==> config.mk <==
export PLATFORM = sky130hd
export DESIGN_NAME = falafel_mem_bridge
export DESIGN_NICKNAME = d
export VERILOG_FILES = /design/src/rtl/falafel_pkg.sv /design/src/rtl/falafel_fifo.sv /design/src/rtl/falafel_mem_delay_line.sv /design/src/rtl/falafel_mem_bridge.sv
export SDC_FILE = /design/constraint.sdc
export NUM_CORES = 1
export LEC_CHECK = 0
export ABC_AREA = 1
export BUFFER_PORTS_ARGS = -buffer_cell sky130_fd_sc_hd__buf_2
export CAP_MARGIN = 20
export CORE_MARGIN = 1.5
export CORE_UTILIZATION = 41
export CTS_BUF_LIST = sky130_fd_sc_hd__clkbuf_8
export CTS_CLUSTER_SIZE = 20
export DETAILED_ROUTE_END_ITERATION = 12
export GPL_ROUTABILITY_DRIVEN = 1
export PLACE_DENSITY = 0.61
export SYNTH_ARGS = -nofsm -noshare
export SYNTH_HDL_FRONTEND = slang
export SYNTH_SLANG_ARGS = --single-unit
export TNS_END_PERCENT = 5
==> constraint.sdc <==
create_clock -name clk_i -period 5.2 [get_ports clk_i]
set_clock_uncertainty 0.05 [all_clocks]
set_input_delay 0.26 -clock clk_i [delete_from_list [all_inputs] [get_ports clk_i]]
set_output_delay 0.26 -clock clk_i [all_outputs]
set_load 0.03 [all_outputs]
==> src/rtl/falafel_pkg.sv <==
// Shared types and constants for the falafel allocator and its memory-side bridge.
package falafel_pkg;

    // Native word width of the allocator datapath.
    localparam int DATA_W = 64;

    // Number of byte-offset bits inside one word.
    localparam int MEM_OFF_W = $clog2(DATA_W / 8);

    // Value returned in place of data for a read that could not reach memory.
    localparam logic [DATA_W-1:0] NULL_PTR = '0;

    // One slot of the SRAM read-latency delay line.
    typedef struct packed {
        logic valid;
        logic bad;
    } mem_pipe_ent_t;

endpackage

==> src/rtl/falafel_fifo.sv <==
// Synchronous FIFO with show-ahead read port: rdata_o always presents the head entry.
module falafel_fifo #(
    parameter int WIDTH = 64,
    parameter int DEPTH = 4
) (
    input  logic             clk_i,
    input  logic             rst_ni,
    input  logic             push_i,
    input  logic [WIDTH-1:0] wdata_i,
    input  logic             pop_i,
    output logic [WIDTH-1:0] rdata_o,
    output logic             empty_o,
    output logic             full_o
);

    localparam int PTR_W = (DEPTH > 1) ? $clog2(DEPTH) : 1;
    localparam int CNT_W = $clog2(DEPTH + 1);

    logic [WIDTH-1:0] mem_q [DEPTH];
    logic [PTR_W-1:0] wr_ptr_q;
    logic [PTR_W-1:0] rd_ptr_q;
    logic [CNT_W-1:0] count_q;

    // Pointer advance with wrap, so DEPTH need not be a power of two.
    function automatic logic [PTR_W-1:0] ptr_inc(input logic [PTR_W-1:0] ptr);
        if (ptr == PTR_W'(DEPTH - 1)) begin
            return '0;
        end
        return ptr + 1'b1;
    endfunction

    // Storage array: data only, deliberately not reset.
    always_ff @(posedge clk_i) begin
        if (push_i) begin
            mem_q[wr_ptr_q] <= wdata_i;
        end
    end

    // Read/write pointers and occupancy.
    always_ff @(posedge clk_i or negedge rst_ni) begin
        if (!rst_ni) begin
            wr_ptr_q <= '0;
            rd_ptr_q <= '0;
            count_q  <= '0;
        end else begin
            if (push_i) begin
                wr_ptr_q <= ptr_inc(wr_ptr_q);
            end
            if (pop_i) begin
                rd_ptr_q <= ptr_inc(rd_ptr_q);
            end
            case ({push_i, pop_i})
                2'b10:   count_q <= count_q + 1'b1;
                2'b01:   count_q <= count_q - 1'b1;
                default: count_q <= count_q;
            endcase
        end
    end

    assign rdata_o = mem_q[rd_ptr_q];
    assign empty_o = (count_q == '0);
    assign full_o  = (count_q == CNT_W'(DEPTH));

endmodule

==> src/rtl/falafel_mem_delay_line.sv <==
// Shift register that tracks reads through the fixed SRAM read latency.
module falafel_mem_delay_line
    import falafel_pkg::*;
#(
    parameter int STAGES = 2
) (
    input  logic          clk_i,
    input  logic          rst_ni,
    input  mem_pipe_ent_t ent_i,
    output mem_pipe_ent_t ent_o
);

    mem_pipe_ent_t stage_q [STAGES];

    // Stage 0 captures the accept-cycle entry; later stages shift one per clock.
    always_ff @(posedge clk_i or negedge rst_ni) begin
        if (!rst_ni) begin
            for (int i = 0; i < STAGES; i++) begin
                stage_q[i] <= '0;
            end
        end else begin
            stage_q[0] <= ent_i;
            for (int i = 1; i < STAGES; i++) begin
                stage_q[i] <= stage_q[i-1];
            end
        end
    end

    // Last stage lines up with the cycle the SRAM presents read data.
    assign ent_o = stage_q[STAGES-1];

endmodule

==> src/rtl/falafel_mem_bridge.sv <==
// Bridge from falafel's valid/ready word requests to a fixed-latency single-port SRAM.
// Reads return in order through a credit-protected show-ahead buffer; writes are posted.
module falafel_mem_bridge #(
    parameter int DATA_W     = falafel_pkg::DATA_W,
    parameter int MEM_WORDS  = 1024,
    parameter int RD_LATENCY = 2,
    parameter int RESP_DEPTH = 4
) (
    input  logic                         clk_i,
    input  logic                         rst_ni,
    input  logic                         mem_req_val_i,
    output logic                         mem_req_rdy_o,
    input  logic                         mem_req_is_write_i,
    input  logic [DATA_W-1:0]            mem_req_addr_i,
    input  logic [DATA_W-1:0]            mem_req_data_i,
    output logic                         mem_resp_val_o,
    input  logic                         mem_resp_rdy_i,
    output logic [DATA_W-1:0]            mem_resp_data_o,
    output logic                         sram_req_o,
    output logic                         sram_we_o,
    output logic [$clog2(MEM_WORDS)-1:0] sram_addr_o,
    output logic [DATA_W-1:0]            sram_wdata_o,
    input  logic [DATA_W-1:0]            sram_rdata_i,
    output logic                         err_o
);

    import falafel_pkg::*;

    localparam int OFF_W  = $clog2(DATA_W / 8);
    localparam int IDX_W  = $clog2(MEM_WORDS);
    localparam int CRED_W = $clog2(RESP_DEPTH + 1);

    logic [CRED_W-1:0] credits_q;
    logic              err_q;
    logic              accept;
    logic              rd_accept;
    logic              resp_hs;
    logic              req_bad;
    logic [DATA_W-1:0] word_idx;
    mem_pipe_ent_t     pipe_in;
    mem_pipe_ent_t     pipe_out;
    logic              fifo_push;
    logic [DATA_W-1:0] fifo_wdata;
    logic [DATA_W-1:0] fifo_rdata;
    logic              fifo_empty;
    logic              fifo_full;

    // A request is unusable if it is not word aligned or lands past the end of the SRAM.
    function automatic logic addr_is_bad(input logic [DATA_W-1:0] addr);
        logic [DATA_W-1:0] idx;
        idx = addr >> OFF_W;
        return (addr[OFF_W-1:0] != '0) || (idx >= DATA_W'(MEM_WORDS));
    endfunction

    assign word_idx  = mem_req_addr_i >> OFF_W;
    assign req_bad   = addr_is_bad(mem_req_addr_i);

    // Ready depends only on credits, so writes are throttled along with reads.
    assign mem_req_rdy_o = (credits_q != '0);
    assign accept        = mem_req_val_i & mem_req_rdy_o;
    assign rd_accept     = accept & ~mem_req_is_write_i;
    assign resp_hs       = mem_resp_val_o & mem_resp_rdy_i;

    // SRAM strobe is combinational from the accepted request; bad accesses never reach memory.
    always_comb begin
        sram_req_o   = 1'b0;
        sram_we_o    = 1'b0;
        sram_addr_o  = '0;
        sram_wdata_o = '0;
        if (accept && !req_bad) begin
            sram_req_o   = 1'b1;
            sram_we_o    = mem_req_is_write_i;
            sram_addr_o  = word_idx[IDX_W-1:0];
            sram_wdata_o = mem_req_data_i;
        end
    end

    // One credit per buffer slot: taken by a read accept, returned by a response handshake.
    always_ff @(posedge clk_i or negedge rst_ni) begin
        if (!rst_ni) begin
            credits_q <= CRED_W'(RESP_DEPTH);
        end else begin
            case ({rd_accept, resp_hs})
                2'b10:   credits_q <= credits_q - 1'b1;
                2'b01:   credits_q <= credits_q + 1'b1;
                default: credits_q <= credits_q;
            endcase
        end
    end

    // Sticky error flag for any accepted bad access.
    always_ff @(posedge clk_i or negedge rst_ni) begin
        if (!rst_ni) begin
            err_q <= 1'b0;
        end else if (accept && req_bad) begin
            err_q <= 1'b1;
        end
    end

    assign err_o = err_q;

    // ---- accept stage -> SRAM latency stages ----
    // Bad reads still occupy a slot so their NULL_PTR reply keeps request order.
    assign pipe_in.valid = rd_accept;
    assign pipe_in.bad   = req_bad;

    falafel_mem_delay_line #(
        .STAGES (RD_LATENCY)
    ) u_delay_line (
        .clk_i  (clk_i),
        .rst_ni (rst_ni),
        .ent_i  (pipe_in),
        .ent_o  (pipe_out)
    );

    // ---- SRAM data return -> response buffer ----
    assign fifo_push  = pipe_out.valid;
    assign fifo_wdata = pipe_out.bad ? DATA_W'(NULL_PTR) : sram_rdata_i;

    falafel_fifo #(
        .WIDTH (DATA_W),
        .DEPTH (RESP_DEPTH)
    ) u_resp_fifo (
        .clk_i   (clk_i),
        .rst_ni  (rst_ni),
        .push_i  (fifo_push),
        .wdata_i (fifo_wdata),
        .pop_i   (resp_hs),
        .rdata_o (fifo_rdata),
        .empty_o (fifo_empty),
        .full_o  (fifo_full)
    );

    // Head data is masked while empty so the port reads zero out of reset.
    assign mem_resp_val_o  = ~fifo_empty;
    assign mem_resp_data_o = fifo_empty ? '0 : fifo_rdata;

    // Credits must make a push into a full buffer impossible.
    a_no_overflow : assert property (@(posedge clk_i) disable iff (!rst_ni)
        !(fifo_push && fifo_full && !resp_hs))
        else $error("response buffer overflow");

    // Credits never exceed the buffer size.
    a_credit_bound : assert property (@(posedge clk_i) disable iff (!rst_ni)
        credits_q <= CRED_W'(RESP_DEPTH))
        else $error("credit counter out of range");

    // A stalled response holds its data until it is taken.
    a_resp_stable : assert property (@(posedge clk_i) disable iff (!rst_ni)
        (mem_resp_val_o && !mem_resp_rdy_i) |=> (mem_resp_val_o && $stable(mem_resp_data_o)))
        else $error("response changed while stalled");

endmodule

== Word level (Yosys, flattened, before mapping) ==
Memories as Yosys holds them, arrays and structs flattened.
Index checks and enable logic that the tools add are counted.
Storage, ports and cells
  register bits after elaboration: 15
  bits in writable memories: 256
  input bits: 197
  output and inout port bits: 143
  word-level logic and storage cells: 55
  memories kept: 1
Memories
  u_resp_fifo.mem_q: depth 4, width 64, read ports 1, clocked after memory_dff 0, wr ports 1, line falafel_fifo.sv:19  | logic [WIDTH-1:0] mem_q [DEPTH];
Cells by class
  $add $sub $neg: 6
  $lt $le $gt $ge: 1
  equal/unequal tests: 6
  mux-type cells: 18
  bitwise operators: 5
  reduce and logical (&&, ||, !) cells: 9
Operators by type and width (number)
  $mux 64: 3
  $ge 61x11->1 const B: 1
  $pmux 3 s2: 2
  $mux 10: 1
  $eq 2x2->1 const B: 4
  $mux 1: 8
  $mux 2: 4
  $add 3x1->3 const B: 2
  $reduce_bool 3->1: 2
  $sub 3x1->3 const B: 2
  $add 2x1->2 const B: 2
  $eq 2x1->1 const B: 2
  $reduce_bool 2->1: 2
  $and 1x1->1: 3
  $logic_not 3->1: 1
  $logic_and 1x1->1: 2
  $not 1->1: 2
  $logic_not 1->1: 1
  $logic_or 1x1->1: 1

== Logic depth before layout (Yosys ltp) ==
Gate-level depths: netlist of run 1.
  word-level depth: 5
  depth in mapped cells: 11

== Modules after synthesis ==
From an unflattened synthesis of run 1, not the netlist that was laid out.
Second synthesis, totals
  cell total of the unflattened synthesis: 1312
  area, all modules: 13165.1 µm²
By module, submodules not included
  falafel_fifo: instances 1, cells each 800, area each 10660.2 µm², sequential area each 7862.5 µm²
  falafel_mem_bridge: instances 1, cells each 506, area each 2389.8 µm², sequential area each 101.3 µm²
  falafel_mem_delay_line: instances 1, cells each 6, area each 115.1 µm², sequential area each 100.1 µm²

== Least setup slack after synthesis of run 1 ==
No wires, ideal clock.
  kind: flip-flop to flip-flop
  start: register u_resp_fifo.wr_ptr_q[0]
  end: memory u_resp_fifo.mem_q[2][0] (enable)
  setup time: 418 ps
  arrival time: 1919 ps
  path slack: 2812 ps
  stages on the path, launching flop included: 5
  buffers on the path: 0
  cell sequence: dfrtp_1 -> inv_1 -> ha_1 -> nand2_1 -> inv_1
RTL lines
  start: declaration: line falafel_fifo.sv:20  | logic [PTR_W-1:0] wr_ptr_q;
  start signal: assignment: line falafel_fifo.sv:47  | wr_ptr_q <= ptr_inc(wr_ptr_q);
  end: declaration: line falafel_fifo.sv:19
No word-level cell before the write port.

== Final worst setup path of run 1 ==
  start: register u_resp_fifo.rd_ptr_q[0]
  end: output port mem_resp_data_o[50]
On the way
  cells in the longest elaborated chain, start to end: 2
RTL lines
  start: declaration: line falafel_fifo.sv:21  | logic [PTR_W-1:0] rd_ptr_q;
  start signal: assignment: line falafel_fifo.sv:50  | rd_ptr_q <= ptr_inc(rd_ptr_q);
  $mem_v2 4x64
  $mux 64: line falafel_mem_bridge.sv:136  | assign mem_resp_data_o = fifo_empty ? '0 : fifo_rdata;
  end: declaration: line falafel_mem_bridge.sv:18  | output logic [DATA_W-1:0] mem_resp_data_o,
Every way passes these cells.

==> reports/metrics.cfg, run 1 <==
[worst_setup_path]
path_cells=clkinv_2 > buf_4 > o21ai_0 > a21oi_1 > buf_2
ff2ff_setup_slack_ps=2810
slowest_stage=dfrtp_4
crit_arrival_ps=3130
cp-end-kind=output pin
path_max_fanout=66
crit_start=u_resp_fifo.rd_ptr_q[0]
r2r-end=u_resp_fifo.mem_q[0][39]
setup.worst_path.start_class=register
crit_buf_inv=3
reg2regPathDepth=5
cp_top_family=buffers and inverters
path_class=register to output pin
max_stage_delay_ps=900
required_ps=4890
r2r-start=u_resp_fifo.wr_ptr_q[0]

[hold_path]
hp-class=input pin to register
whs_endpoint=u_resp_fifo.mem_q[0][14]
min_from=sram_rdata_i[14]
holdPathStages=3

[sta]
period_needed_ps=3440
slew_headroom_pct=36.60
tightestPinTransition_ps=951.0
rsz0062_at_grt=no
setup_viol=0
holdWs_ps=32.55
timing.setup.tns_ps=0
min_period_over_period_pct=66.16
hold_viol=0
max_freq_mhz=290.7
drv_slew=0

[clock_tree]
clk_pin_slew_ps=60
cts_tree=done
htreeDepth=2
cts_buffer_depth=3
clock-sinks=271
cts_made_buffers=43
clk_latency_ps=530
cts-resized-gates=0
cts_setup_buffers=0
root_buffer=clkbuf_8

[place]
place_congestion=0.9309
dp_hpwl_um=21980
port_buffers=339
dp.cells=1848
placed_cell_area_um2=14190

[layout]
layout.cells.non_filler=1926
final_common_cell=nor2_1
layout_common_cells=nor2_1 (395), buf_2 (339), edfxtp_1 (256), inv_1 (168), o21ai_0 (128)
layout-drive-gt1-share_pct=29.42
final_nets=1720
num-fill-cells=2681
areaGrowthSynthToFinish_pct=22.82
fin_area_um2=14990

[floorplanning]
die_h_um=175.5
dieArea_um2=30820
ioPinCount=340
core_area_um2=29010
rows=62
die_width_um=175.5
start_util_pct=42.07

[power]
power_density_nw_per_um2=492.9
ir_worst_vdd_mv=0.2292
power_leakage_nw=6.565
power_w=0.007390

[yosys]
synth.distinct_cells=24
ys_seq_elements=271
ys.warnings.count=0
syn_inst=1177
syn_area_um2=12210
yosysSeqAreaShare_pct=66.06
synth_nets=1383
syn_area_per_cell_um2=10.37

[routing]
wire_per_inst_um=17.62
via_count=9159
via_per_inst=4.755
drc=0
drt-initial-drc-count=518
wl_um=33930
ant_nets=0
dr.pass1.iters=5

[global_routing]
grt-ovfl-total=0
antenna_found_initial=3
grt_usage_pct=21.83
grt_max_degree=67
grt_pass1_wl_um=50250
grt_pass1_vias=9169

[job]
maxCapViolCount=0

[status]
outcome=finished, final reports clean

worst reg2reg max path, cell delays in order, from the launching register on:
cell and delay (ps):
dfrtp_1 410, inv_1 110, ha_1 150, nand2_1 50, inv_2 670, buf_4 560
kinds of logic after synthesis:
| logic type | after synthesis | synth area share [%] |
|---|---|---|
| AND/OR/NAND/NOR | 467 | 16.88 |
| buffers and inverters | 224 | 7.442 |
| flip-flops | 271 | 66.06 |
| AO/OA/AOI/OAI | 202 | 8.282 |
| XOR/XNOR | 4 | 0.2870 |
| adder cells (fa/ha/maj) | 9 | 1.045 |
synthesized netlist by cell type, drive strengths merged:
cell type  instances  area share, %
a21oi             67            2.7
buf               33            1.6
clkbuf            32           0.98
dfrtp             14            2.9
dfstp              1           0.22
edfxtp           256             63
fa                 2           0.33
ha                 7           0.72
inv              159            4.9
nand2             28           0.86
nand3              1          0.082
nand4              1          0.051
nor2             435             16
nor3               1          0.041
o21ai            135            5.5
or2                1          0.051
xnor2              4           0.29
layer usage:
layer / vias to the layer above / GRT usage (%) / part of all wire (%) / wire length (um)
li1: 4488 / - / - / -
met1: 4236 / 23.04 / 35 / 11820
met5: - / 0 / 0 / 0
met4: 0 / 13.85 / 6.2 / 2113
met3: 83 / 3.463 / 5.8 / 1959
met2: 352 / 40.44 / 53 / 18040
flip-flops by register name, summed over array words and instances, names as in the netlist:
signal / cells
credits_q: 3
err_o: 1
u_delay_line.ent_o: 2
u_delay_line.stage_q: 2
u_resp_fifo.count_q: 3
u_resp_fifo.mem_q: 256
u_resp_fifo.rd_ptr_q: 2
u_resp_fifo.wr_ptr_q: 2
area by class of cell:
| type | instances | area [um2] | share of cell area, % |
|---|---|---|---|
| Sequential cell | 271 | 8070 | 53.83 |
| Multi-Input combinational cell | 682 | 3247 | 21.66 |
| Timing Repair Buffer | 357 | 1854 | 12.37 |
| Clock buffer | 46 | 633.1 | 4.223 |
| Inverter | 159 | 599.3 | 3.998 |
| Tap cell | 384 | 480.5 | 3.205 |
| Clock inverter | 25 | 102.6 | 0.6844 |
| Antenna cell | 2 | 5.005 | 0.03338 |
metrics by stage:
step	utilization (%)	setup slack (ps)
finish	51.67	1760
global route	51.67	1454
CTS	51.59	1710
detailed placement	48.91	2291
global placement	48.91	2330
floorplan	-	2812
how the worst max path moves through the flow:
stage                              end  slack (ps)  depth (start not counted)
2_1_floorplan  u_resp_fifo.mem_q[2][0]        2810                          4
3_3_place_gp        mem_resp_data_o[1]        2330                          5
3_5_place_dp       mem_resp_data_o[19]        2290                          5
4_1_cts            mem_resp_data_o[19]        1710                          5
5_1_grt            mem_resp_data_o[35]        1450                          5
6_report           mem_resp_data_o[50]        1760                          5
timing repair:
item | CTS | global route
hold endpoints to repair | 19 | 0
hold buffers | 4 | 0
setup endpoints to repair | 0 | 0
power breakdown:
part | switching [W] | internal [W] | leakage [nW] | total, W
clock network | 0.000771 | 0.000807 | 0.428 | 0.00158
logic | 0.00219 | 0.000851 | 3.58 | 0.00304
registers | 0.000149 | 0.00262 | 2.56 | 0.00277
No activity file was read; power rests on OpenSTA's default activity.
==> run 2, diff against run 1 <==
==> constraint.sdc (replaced) <==
create_clock -name clk_i -period 3.49 [get_ports clk_i]
set_clock_uncertainty 0.05 [all_clocks]
set_input_delay 0.1745 -clock clk_i [delete_from_list [all_inputs] [get_ports clk_i]]
set_output_delay 0.1745 -clock clk_i [all_outputs]
set_load 0.03 [all_outputs]
==> run 2 against run 1 <==
Clock power up 74%; sequential power up 48%; final cell count up 4.0%; global-route usage up 0.69 points; sequential cell count unchanged; routed wire length up 3.4%; setup slack worse by 1400 ps; via count up 3.8%; combinational power up 56%; worst hold slack better by 18 ps; sequential share of layout area down 3.1 points.
==> reports/metrics.cfg, run 2 (synthesized netlist as in run 1, its figures left out) <==
[worst_setup_path]
ff2ff_setup_slack_ps=1510  ; was 2810 ps
crit_arrival_ps=2860  ; was 3130 ps
required_ps=3270  ; was 4890 ps
path_class=register to output pin  ; unchanged
reg2regPathDepth=10  ; was 5
path_max_fanout=36  ; was 66
r2r-end=credits_q[1]  ; was u_resp_fifo.mem_q[0][39]
r2r-start=credits_q[2]  ; was u_resp_fifo.wr_ptr_q[0]
setup.worst_path.start_class=register  ; unchanged
cp-end-kind=output pin  ; unchanged

[sta]
tightestPinTransition_ps=932.7  ; was 951.0 ps
hold_viol=0  ; unchanged
max_freq_mhz=324.3
drv_slew=0  ; unchanged
slew_headroom_pct=37.82  ; was 36.60%
period_needed_ps=3083
min_period_over_period_pct=88.35
setup_viol=0  ; unchanged
setup_slack_ps=406.7  ; was 1760 ps
timing.setup.tns_ps=0  ; unchanged
rsz0062_at_grt=no  ; unchanged

[global_routing]
grt_usage_pct=22.52  ; was 21.83%
grt-ovfl-total=0  ; unchanged
antenna_found_initial=3  ; unchanged
grt_pass1_wl_um=51850  ; was 50250 um
grt_pass1_vias=9301  ; was 9169
grt_max_degree=77  ; was 67

[routing]
drt-initial-drc-count=587  ; was 518
via_per_inst=4.746  ; was 4.755
wire_per_inst_um=17.52  ; was 17.62 um
wl_um=35100  ; was 33930 um
drc=0  ; unchanged
via_count=9506  ; was 9159
ant_nets=0  ; unchanged
dr.pass1.iters=5  ; unchanged

[floorplanning]
start_util_pct=42.07  ; unchanged
core_area_um2=29010  ; unchanged
die_h_um=175.5  ; unchanged
rows=62  ; unchanged
die_width_um=175.5  ; unchanged
ioPinCount=340  ; unchanged
dieArea_um2=30820  ; unchanged

[layout]
largest_register_ff_count=256  ; unchanged
final_common_cell=nor2_1  ; unchanged
num-fill-cells=2593  ; was 2681
multi_input_area_um2=3247  ; unchanged
layout-drive-gt1-share_pct=28.65  ; was 29.42%
final_nets=1792  ; was 1720
reg_top3=u_resp_fifo.mem_q x256, credits_q x3, u_resp_fifo.count_q x3  ; unchanged
register_area_um2=8070  ; unchanged
areaGrowthSynthToFinish_pct=30.33  ; was 22.82%
layout_common_cells=nor2_1 (395), buf_2 (339), edfxtp_1 (256), inv_1 (172), o21ai_0 (128)  ; was nor2_1 (395), buf_2 (339), edfxtp_1 (256), inv_1 (168), o21ai_0 (128)
top_register=u_resp_fifo.mem_q  ; unchanged

[hold_path]
hp-class=input pin to asynchronous set/reset pin  ; was input pin to register

[clock_tree]
root_buffer=clkbuf_8  ; unchanged
clock-sinks=271  ; unchanged
clk_pin_slew_ps=60  ; about the same
cts_tree=done  ; unchanged
htreeDepth=2  ; unchanged
cts_setup_buffers=0  ; unchanged
clk_latency_ps=540  ; was 530 ps
cts_made_buffers=45  ; was 43
cts-resized-gates=0  ; unchanged
cts_buffer_depth=3  ; unchanged

[place]
dp_hpwl_um=22820  ; was 21980 um
port_buffers=339  ; unchanged
pre_cts_ws_ps=938.3  ; was 2291 ps
place_congestion=0.9833  ; was 0.9309

[power]
power_density_nw_per_um2=727.5  ; was 492.9 nW/um2
ir_worst_vdd_mv=0.5624  ; was 0.2292 mV
power_leakage_nw=6.977  ; was 6.565 nW

[job]
maxCapViolCount=0  ; unchanged

[status]
outcome=finished, final reports clean  ; unchanged

run 2: changes by cell type in the layout (fill, tap and decap cells not counted), sizes merged:
cell / before / now
inv: 173 / 179
clkinvlp: 1 / 0
bufinv: 0 / 4
dlygate4sd3: 4 / 72
diode: 2 / 3
clkbuf: 46 / 47
buf: 353 / 355
clkinv: 10 / 6
run 2: through the flow:
| step | std cells | util, % | instance area [um2] | total power [W] | hold WS, ps |
|---|---|---|---|---|---|
| after floorplan | 1177 | - | 12210 | 0.007356 | -171.1 |
| after CTS | 2000 | 54.81 | 15900 | 0.01171 | 27.98 |
| after detailed placement | 1851 | 49.29 | 14300 | 0.008885 | 59.24 |
| after global routing | 2003 | 54.83 | 15910 | 0.01225 | 46.31 |
| after global placement | 1851 | 49.29 | 14300 | 0.008836 | 59.52 |
| final | 2003 | 54.83 | 15910 | 0.01157 | 50.93 |
run 2: layout make-up:
| cell class | count | share of cell area, % |
|---|---|---|
| repair buffers | 427 | 16.50 |
| flip-flops and latches | 271 | 50.73 |
| diodes | 3 | 0.04719 |
| multi-input cells | 682 | 20.41 |
| clock buffers | 47 | 4.066 |
| clock inverters | 30 | 1.471 |
| well taps | 384 | 3.020 |
| inverters | 159 | 3.759 |
run 2: where the power goes:
group	switching (W)	leakage, nW	internal [W]
clock	0.00121	0.521	0.00154
sequential	0.000183	2.56	0.00390
combinational	0.00337	3.90	0.00137
run 2: critical path: stages, from the launching register on:
cell and delay [ps]:
dfrtp_1 430, nor2_1 100, nand2_1 70, nand2_1 110
inv_1 90, nand3_4 440, buf_4 770, inv_1 70
buf_2 200
run 2: how the worst max path moves through the flow:
stage,start,endpoint,depth (start not counted)
after floorplan,u_resp_fifo.wr_ptr_q[0],u_resp_fifo.mem_q[2][0],4
after global placement,mem_req_addr_i[24],sram_wdata_o[45],10
after detailed placement,mem_req_addr_i[22],sram_addr_o[3],10
after CTS,credits_q[0],sram_req_o,8
after global routing,credits_q[0],sram_req_o,8
final,credits_q[0],sram_req_o,8
run 2: repair_timing:
action,CTS,global route
hold buffers,72,0
endpoints found under the hold margin,275,0
endpoints found under the setup margin,0,0
run 2: per-layer routing:
| metal | wire length [um] | part of all wire [%] | track usage (%) | vias to the layer above |
|---|---|---|---|---|
| met5 | 0 | 0 | 0 | - |
| met4 | 2154 | 6.1 | 14.14 | 0 |
| met3 | 1849 | 5.3 | 3.593 | 85 |
| met2 | 18690 | 53 | 41.85 | 352 |
| met1 | 12400 | 35 | 23.70 | 4430 |
| li1 | - | - | - | 4639 |
